$ cat src/rtl/spi_master_tx.sv
// Mode-0 SPI master transmitter: a small byte FIFO feeding an MSB-first serialiser.
// sck is derived from clk by CLK_DIV; optional GAP_CYCLES idle time between bytes.
module spi_master_tx #(
    parameter int CLK_DIV    = 4,
    parameter int FIFO_DEPTH = 4,
    parameter int GAP_CYCLES = 0
) (
    input  logic       clk,
    input  logic       reset,
    input  logic [7:0] in_data,
    input  logic       in_valid,
    output logic       in_ready,
    output logic       sck,
    output logic       sdo,
    output logic       busy,
    output logic       byte_done
);

    localparam int AW = $clog2(FIFO_DEPTH);
    localparam logic [7:0] DIV_LAST = 8'(CLK_DIV - 1);
    localparam logic [7:0] GAP_LAST = (GAP_CYCLES > 0) ? 8'(GAP_CYCLES - 1) : 8'd0;

    typedef enum logic [1:0] {
        IDLE,
        LOW,
        HIGH,
        GAP
    } state_t;

    state_t      state, state_n;
    logic [7:0]  mem [FIFO_DEPTH];
    logic [AW:0] wr_ptr, rd_ptr;
    logic        fifo_empty, fifo_full, push, load, shift;
    logic [7:0]  head, shreg;
    logic [2:0]  bit_cnt, bit_cnt_n;
    logic [7:0]  div_cnt, div_cnt_n;
    logic [7:0]  gap_cnt, gap_cnt_n;
    logic        sck_n, sdo_n, done_n;

    // Extra pointer bit distinguishes full from empty when the indices match.
    assign fifo_empty = (wr_ptr == rd_ptr);
    assign fifo_full  = (wr_ptr[AW] != rd_ptr[AW]) && (wr_ptr[AW-1:0] == rd_ptr[AW-1:0]);
    assign in_ready   = !fifo_full;
    assign push       = in_valid && !fifo_full;
    assign busy       = !fifo_empty || (state != IDLE);
    assign head       = mem[rd_ptr[AW-1:0]];

    always_ff @(posedge clk) begin
        if (push) begin
            mem[wr_ptr[AW-1:0]] <= in_data;
        end
    end

    always_ff @(posedge clk or posedge reset) begin
        if (reset) begin
            wr_ptr <= '0;
            rd_ptr <= '0;
        end else begin
            if (push) begin
                wr_ptr <= wr_ptr + 1'b1;
            end
            if (load) begin
                rd_ptr <= rd_ptr + 1'b1;
            end
        end
    end

    always_comb begin
        state_n   = state;
        sck_n     = sck;
        sdo_n     = sdo;
        bit_cnt_n = bit_cnt;
        div_cnt_n = div_cnt;
        gap_cnt_n = gap_cnt;
        done_n    = 1'b0;
        load      = 1'b0;
        shift     = 1'b0;
        case (state)
            IDLE: begin
                sck_n = 1'b0;
                if (!fifo_empty) begin
                    load = 1'b1;
                end else begin
                    sdo_n = 1'b0;
                end
            end
            LOW: begin
                if (div_cnt == DIV_LAST) begin
                    sck_n     = 1'b1;
                    div_cnt_n = 8'd0;
                    state_n   = HIGH;
                end else begin
                    div_cnt_n = div_cnt + 8'd1;
                end
            end
            HIGH: begin
                if (div_cnt == DIV_LAST) begin
                    sck_n     = 1'b0;
                    div_cnt_n = 8'd0;
                    if (bit_cnt != 3'd7) begin
                        shift     = 1'b1;
                        sdo_n     = shreg[6];
                        bit_cnt_n = bit_cnt + 3'd1;
                        state_n   = LOW;
                    end else begin
                        done_n = 1'b1;
                        if (GAP_CYCLES > 0) begin
                            sdo_n     = 1'b0;
                            gap_cnt_n = 8'd0;
                            state_n   = GAP;
                        end else if (!fifo_empty) begin
                            // Back-to-back: next byte loads on the same falling edge.
                            load = 1'b1;
                        end else begin
                            sdo_n   = 1'b0;
                            state_n = IDLE;
                        end
                    end
                end else begin
                    div_cnt_n = div_cnt + 8'd1;
                end
            end
            GAP: begin
                sck_n = 1'b0;
                if (gap_cnt == GAP_LAST) begin
                    gap_cnt_n = 8'd0;
                    state_n   = IDLE;
                end else begin
                    gap_cnt_n = gap_cnt + 8'd1;
                end
            end
            default: state_n = IDLE;
        endcase
        if (load) begin
            sdo_n     = head[7];
            bit_cnt_n = 3'd0;
            div_cnt_n = 8'd0;
            state_n   = LOW;
        end
    end

    always_ff @(posedge clk or posedge reset) begin
        if (reset) begin
            state     <= IDLE;
            sck       <= 1'b0;
            sdo       <= 1'b0;
            byte_done <= 1'b0;
            bit_cnt   <= 3'd0;
            div_cnt   <= 8'd0;
            gap_cnt   <= 8'd0;
        end else begin
            state     <= state_n;
            sck       <= sck_n;
            sdo       <= sdo_n;
            byte_done <= done_n;
            bit_cnt   <= bit_cnt_n;
            div_cnt   <= div_cnt_n;
            gap_cnt   <= gap_cnt_n;
        end
    end

    always_ff @(posedge clk) begin
        if (load) begin
            shreg <= head;
        end else if (shift) begin
            shreg <= {shreg[6:0], 1'b0};
        end
    end

endmodule
$ cat config.mk
export PLATFORM = sky130hd
export DESIGN_NAME = spi_master_tx
export DESIGN_NICKNAME = d
export VERILOG_FILES = /design/src/rtl/spi_master_tx.sv
export SDC_FILE = /design/constraint.sdc
export NUM_CORES = 1
export LEC_CHECK = 0
export CAP_MARGIN = 20
export CORE_MARGIN = 2
export CORE_UTILIZATION = 59
export DETAILED_ROUTE_END_ITERATION = 12
export PLACE_DENSITY_LB_ADDON = 0.1
export SYNTH_ARGS = -nofsm -noshare
export SYNTH_HDL_FRONTEND = slang
export SYNTH_SLANG_ARGS = --single-unit
$ cat constraint.sdc
create_clock -name clk -period 2.8 [get_ports clk]
set_input_delay 0.84 -clock clk [delete_from_list [all_inputs] [get_ports clk]]
set_output_delay 0.84 -clock clk [all_outputs]
set_load 0.02 [all_outputs]
==> results of run 1 <==
-- stage by stage --
step	instance area (um2)	power, mW	setup slack, ns	hold slack [ns]
after floorplan	3210	1.48	0.735	0.447
after global placement	3470	1.59	0.420	0.463
after detailed placement	3470	1.60	0.385	0.471
after CTS	3650	2.34	0.0692	0.481
after global routing	3650	2.43	0.00351	0.504
final	3650	2.32	0.0804	0.485
-- per-layer routing --
metal,share of wire (%),GRT usage (%),up-vias
li1,-,-,922
met1,47,25.3,919
met2,48,31.9,32
met3,3.8,6.05,9
met4,1.4,6.96,0
met5,0,0,-
-- cell usage in the layout (no fill, tap or decap), types with 4 or more instances in the layout --
cell,synthesis,layout
a31oi_1,7,7
inv_1,11,11
and2_1,5,5
mux2_1,4,4
a21oi_1,5,5
nand4_1,6,6
o21ai_0,6,6
clkdlybuf4s50_1,0,15
nand3_1,8,8
xor2_1,7,7
clkbuf_8,0,9
mux4_2,8,8
edfxtp_1,39,39
xnor2_1,11,11
nand2_1,13,13
ha_1,14,13
buf_4,1,7
and3_1,5,5
dfrtp_1,30,30
nor2_1,10,10
-- power by group through the flow --
stage               logic [mW]  clock network, mW  registers [mW]
floorplan                0.228                  0            1.26
global placement         0.330                  0            1.26
detailed placement       0.330                  0            1.27
CTS                      0.334              0.760            1.25
global route             0.362              0.808            1.26
finish                   0.327              0.744            1.25
-- what timing repair did --
action                                  4_1_cts  5_1_grt
resized for setup                             0        1
endpoints found under the setup margin        0        1
buffers inserted                              0        0
-- sequential cells by signal, indices dropped and copies added (netlist names), 2 cells and up --
signal and flops:
div_cnt 8, gap_cnt 8, shreg 7, bit_cnt 3, state 2, rd_ptr 3
mem 32, wr_ptr 3
-- cell type report --
cell class,instances,area share (%)
multi-input combinational,144,33.4
timing repair buffer,22,5.55
sequential,69,52.6
tap,70,2.40
clock inverter,6,1.47
clock buffer,10,3.49
inverter,11,1.13
-- cells by family after synthesis --
logic type | share of synthesized area (%)
simple gates | 10.4
buf+inv | 2.26
fa+ha+maj | 5.45
flops | 59.8
compound gates | 7.83
xor+xnor | 4.91
mux | 9.35
-- worst max-delay path: cells and delay by family, from the launching register on --
family	cells	cell delay [ns]
xor+xnor	1	0.31
flops	1	0.44
buf+inv	1	0.61
simple gates	2	0.19
-- worst max-delay path by stage --
stage	start	endpoint	slack (ns)
after floorplan	div_cnt[0]	shreg[3]	0.73
after global placement	in_valid	mem[3][3]	0.42
after detailed placement	in_valid	mem[3][4]	0.38
after CTS	wr_ptr[1]	busy	0.07
after global routing	wr_ptr[1]	busy	0.004
final	wr_ptr[1]	busy	0.08
==> flow_summary_export.csv, run 1 <==
group,metric,value,unit
clocking,numCtsBuffers,9,
power_and_ir_drop,p_sw_share,25.5,%
floorplan,initial_core_util,62.1,%
clocking,h-tree-depth,3,
detailed_routing,wl_per_cell,16.0,um
detailed_routing,wirelength,5.30,mm
yosys,netlist_area,3210,um2
yosys,synth_seq_cells,69,
timing,rsz0062_at_grt,"false",
floorplan,die_w,77.8,um
cells_and_area,fill_cells,360,
yosys,synth_seq_area_share,59.8,%
yosys,synth_area_leaders,"edfxtp_1 (36%), dfrtp_1 (23%), mux4_2 (5.6%), ha_1 (5.5%), xnor2_1 (3.0%)",
floorplan,pin_count,16,
yosys,synthArstFlopShare,43.5,%
placed_design,io_buffers,15,
floorplan,dieArea,6050,um2
timing,max_freq,368,MHz
power_and_ir_drop,p_leak,1.45,nW
detailed_routing,initialDrtViolationCount,141,
power_and_ir_drop,combPwrFrac,14.1,%
yosys,synth_fp_nets,253,
floorplan,die_y,77.8,um
global_routing,grt.total_usage,19.7,%
cells_and_area,area_delta_synth_final,13.8,%
timing,worst_pin_slew,0.609,ns
cells_and_area,ff_latch_area,1920,um2
timing,finalSetupViolations,0,
timing,slew_headroom,59.0,%
setup_path,rrSetupSlack,0.62,ns
placed_design,gp_congestion,0.899,
placed_design,dp_hpwl,3.77,mm
timing,finalSetupTns,0,ns
yosys,synth_top_cell_by_area,"edfxtp_1",
setup_path,worstPathArrival,1.88,ns
setup_path,slowest_stage,"clkdlybuf4s50_1",
setup_path,crit_path_max_incr_delay,0.61,ns
power_and_ir_drop,seq_power_share,53.8,%
yosys,syn_area_per_cell,14.1,um2
clocking,cts_hold_buf,0,
setup_path,r2r-start,"state[0]",
setup_path,critPathMaxFanout,5,
global_routing,grt_first_pass_wirelength,9.09,mm
yosys,yosys_warnings,0,
power_and_ir_drop,power_density,635,nW/um2
global_routing,grt.overflow.total,0,
global_routing,grt_max_degree,31,
min_path,hold-path-cell-count,1,
setup_path,r2r_end,"shreg[6]",
clocking,cts_tree,"done",
global_routing,antenna_found_initial,0,
yosys,post-synth-top-area-fraction,36.5,%
detailed_routing,dr_total_vias,1882,
yosys,netlist_instances,228,
setup_path,crit_path_cell_trace,"xor2_1 > nor3_2 > nand2_1 > clkdlybuf4s50_1",
global_routing,grt_pass1_vias,1913,
power_and_ir_drop,power.ir.vdd_worst,0.477,mV
power_and_ir_drop,p_int,1.73,mW
cells_and_area,drive_gt1_share,14.5,%
yosys,yosysMostFrequentCell,"edfxtp_1",
clocking,clkSlewWorstSetupHoldPaths,0.07,ns
power_and_ir_drop,p_clk_share,32.1,%
run,cap_viol_max_count,0,
clocking,cts_root_buf,"clkbuf_8",
min_path,worstHoldStart,"gap_cnt[7]",
clocking,clk_latency,0.33,ns
power_and_ir_drop,p_sw,0.591,mW
placed_design,dp.cells,316,
timing,finalHoldViolCount,0,
setup_path,worstSetupEndpointType,"output port",
floorplan,fp-row-count,26,
timing,fin_crit_sh,97.1,%
cells_and_area,fin_util,70.7,%
setup_path,cp-start-kind,"flop",
yosys,synth_common_cells,"edfxtp_1 (39), dfrtp_1 (30), ha_1 (14), nand2_1 (13)",
min_path,hold_end,"gap_cnt[7]",
cells_and_area,diodes,0,
status,outcome,"complete, no violations",
setup_path,worstRegToRegCells,5,
detailed_routing,firstDrtPassIters,4,
timing,layout_min_cycle_time,2.72,ns
cells_and_area,final_nets,282,
timing,drv_slew,0,
detailed_routing,viasPerCell,5.67,
clocking,clk_path_buf_depth,2,
cells_and_area,multi_input_area,1220,um2
setup_path,critPathKind,"flop to output port",
cells_and_area,instances_no_fill,332,
timing,fin_skew,0.00515,ns
yosys,synth_edf_count,39,
clocking,cts_sinks,69,
yosys,ys_types,47,
detailed_routing,ant_nets,0,
min_path,min_path_type,"flop to flop",
floorplan,core-area,5170,um2
yosys,synthFlopType,"edfxtp_1",
detailed_routing,drc,0,
setup_path,required,1.96,ns
Note: power is estimated with default switching activity, not from simulation.
==> run 2: changes to the inputs <==
SLEW_MARGIN = 25   (was default)
==> results of run 2 <==
The final DEF is identical to that of run 1; final timing and power are the same.
==> variant (config.mk and constraints of run 2) <==
Change the parameter `FIFO_DEPTH` from 4 to 8.
--- a/src/rtl/spi_master_tx.sv
+++ b/src/rtl/spi_master_tx.sv
@@ -4,3 +4,3 @@
     parameter int CLK_DIV    = 4,
-    parameter int FIFO_DEPTH = 4,
+    parameter int FIFO_DEPTH = 8,
     parameter int GAP_CYCLES = 0
Formal check against the unedited RTL: not equivalent (Yosys sat finds a counterexample within 10 cycles, from zero or initial values and one cycle with reset high).
==> variant against run 2 <==
  * Worst hold slack worse by 0.0027 ns
  * Wire length up 47%
  * Sequential cell count up 34
  * Core utilization down 3.4 points
  * Setup slack better by 0.13 ns
  * Synthesized area up 44%
  * Power up 39%
  * Final area up 41%
==> variant: results (changes against run 2) <==
stage,metric,value,unit,change
status,status,completed,,
logic_synthesis,seq_area_frac_synth,0.634,,+0.0360
logic_synthesis,synth_cell_types,43,,-8.5%
placement,place_congestion,0.802,,-11%
worst_setup_path,reg2reg_slack,0.51,ns,-0.11 ns
placement,dp_cells,410,,+30%
cells_and_area,nFillCells,548,,+52%
power,p_seq_frac,0.581,,+0.043
grt,grt_pass1_vias,2492,,+30%
sta,worstMarginPinSlew,0.928,ns,+0.318 ns
cells_and_area,fin_cells,426,,+28%
logic_synthesis,synth_top_family_by_area,multiplexers,,
logic_synthesis,synth_compound_area_frac,0.0406,,-0.0377
logic_synthesis,syn-num-nets,307,,+21%
logic_synthesis,synth_edf_count,71,,+82%
worst_setup_path,critical_path.max_stage_delay,0.43,ns,-0.18 ns
route,via_count,2403,,+28%
worst_setup_path,arrival,1.75,ns,-0.13 ns
route,wl_met1,3.58,mm,+43%
route,drt-initial-drc-count,97,,-31%
placement,dp_hpwl,5.14,mm,+36%
logic_synthesis,ys_async_sr_fraction,0.311,,-0.124
power,p_clk_frac,0.271,,-0.050
worst_setup_path,crit_fanout,3,,-2
worst_setup_path,crit_family,flip-flops,,
logic_synthesis,synth_cells,285,,+25%
logic_synthesis,synth.area.mux_share,0.133,,+0.0399
clock_tree,clk_pin_slew,0.11,ns,+0.04 ns
power,worst_ir_drop_vdd,0.000383,V,-20%
worst_setup_path,cp_slowest_cell,dfrtp_1,,
route,wl_met2,3.97,mm,+57%
grt,grt_pass1_wl,13.2,mm,+45%
power,leakage,1.99,nW,+37%
grt,use_met1,0.271,,+0.0174
clock_tree,insertion_delay,0.36,ns,+0.03 ns
logic_synthesis,yosys.area_share.xor_xnor,0.0474,,-0.00172
power,p_int,0.00235,W,+36%
grt,grt_max_degree,33,,+6.5%
logic_synthesis,synthAdderAreaFrac,0.0298,,-0.0248
logic_synthesis,netlist_top_cells_count,"edfxtp_1 (71), dfrtp_1 (32), nor2_1 (21)",,
cells_and_area,largest_reg_flops,64,,+100%
cells_and_area,drive_gt1_frac,0.204,,+0.0587
grt,globalRouteMet2Util,0.355,,+0.0363
route,avgRoutedWirePerCell,18.3,um,+15%
route,dr_wl_met3,167,um,-16%
logic_synthesis,ys_top_cells_by_area,"edfxtp_1 (46%), dfrtp_1 (17%), mux4_1 (5.1%), mux4_2 (3.4%), xor2_1 (3.0%)",,
[variant: cell count changes after synthesis, moves of 5 or more]
| cell | run 2 | this run |
|---|---|---|
| a31oi_1 | 7 | 0 |
| and2_1 | 5 | 0 |
| edfxtp_1 | 39 | 71 |
| mux2_2 | 0 | 10 |
| mux4_1 | 0 | 9 |
| nor2_1 | 10 | 21 |
| xor2_1 | 7 | 16 |
[variant: through the flow]
step | setup WS (ns) | utilization | hold WS (ns) | area, um^2 | power [W]
floorplan | 0.562 | - | 0.444 | 4620 | 0.00221
global placement | 0.397 | 0.647 | 0.469 | 4950 | 0.00237
detailed placement | 0.384 | 0.647 | 0.470 | 4950 | 0.00239
CTS | 0.0114 | 0.671 | 0.488 | 5130 | 0.00326
global route | 0.100 | 0.673 | 0.499 | 5140 | 0.00337
finish | 0.208 | 0.673 | 0.483 | 5140 | 0.00323
[variant: cell type report]
type	instances	area share
multi-input combinational	162	0.305
inverter	9	0.00657
timing repair buffer	34	0.0571
tap	102	0.0248
clock inverter	7	0.0119
clock buffer	9	0.0241
sequential	103	0.570
[variant: logic make-up (layout without fill, tap and decap cells)]
logic type / count (synthesis) / in the layout
adders and majority gates: 11 / 11
DFF: 103 / 103
AOI/OAI and AO/OA: 22 / 22
xor gates and xnor gates: 25 / 25
and+or+nand+nor: 69 / 69
muxes: 35 / 35
buffers and inverters: 20 / 59
[variant: what timing repair did]
| item | CTS | global route |
|---|---|---|
| setup endpoints to repair | 1 | 1 |
| endpoints found under the hold margin | 0 | 0 |
| resized for setup | 2 | 2 |
[variant: worst reg2reg max path, cell delays in order (launching register included)]
cell	delay (ns)
dfrtp_1	0.43
ha_1	0.23
nor3b_2	0.28
a41oi_4	0.20
o21ai_0	0.77
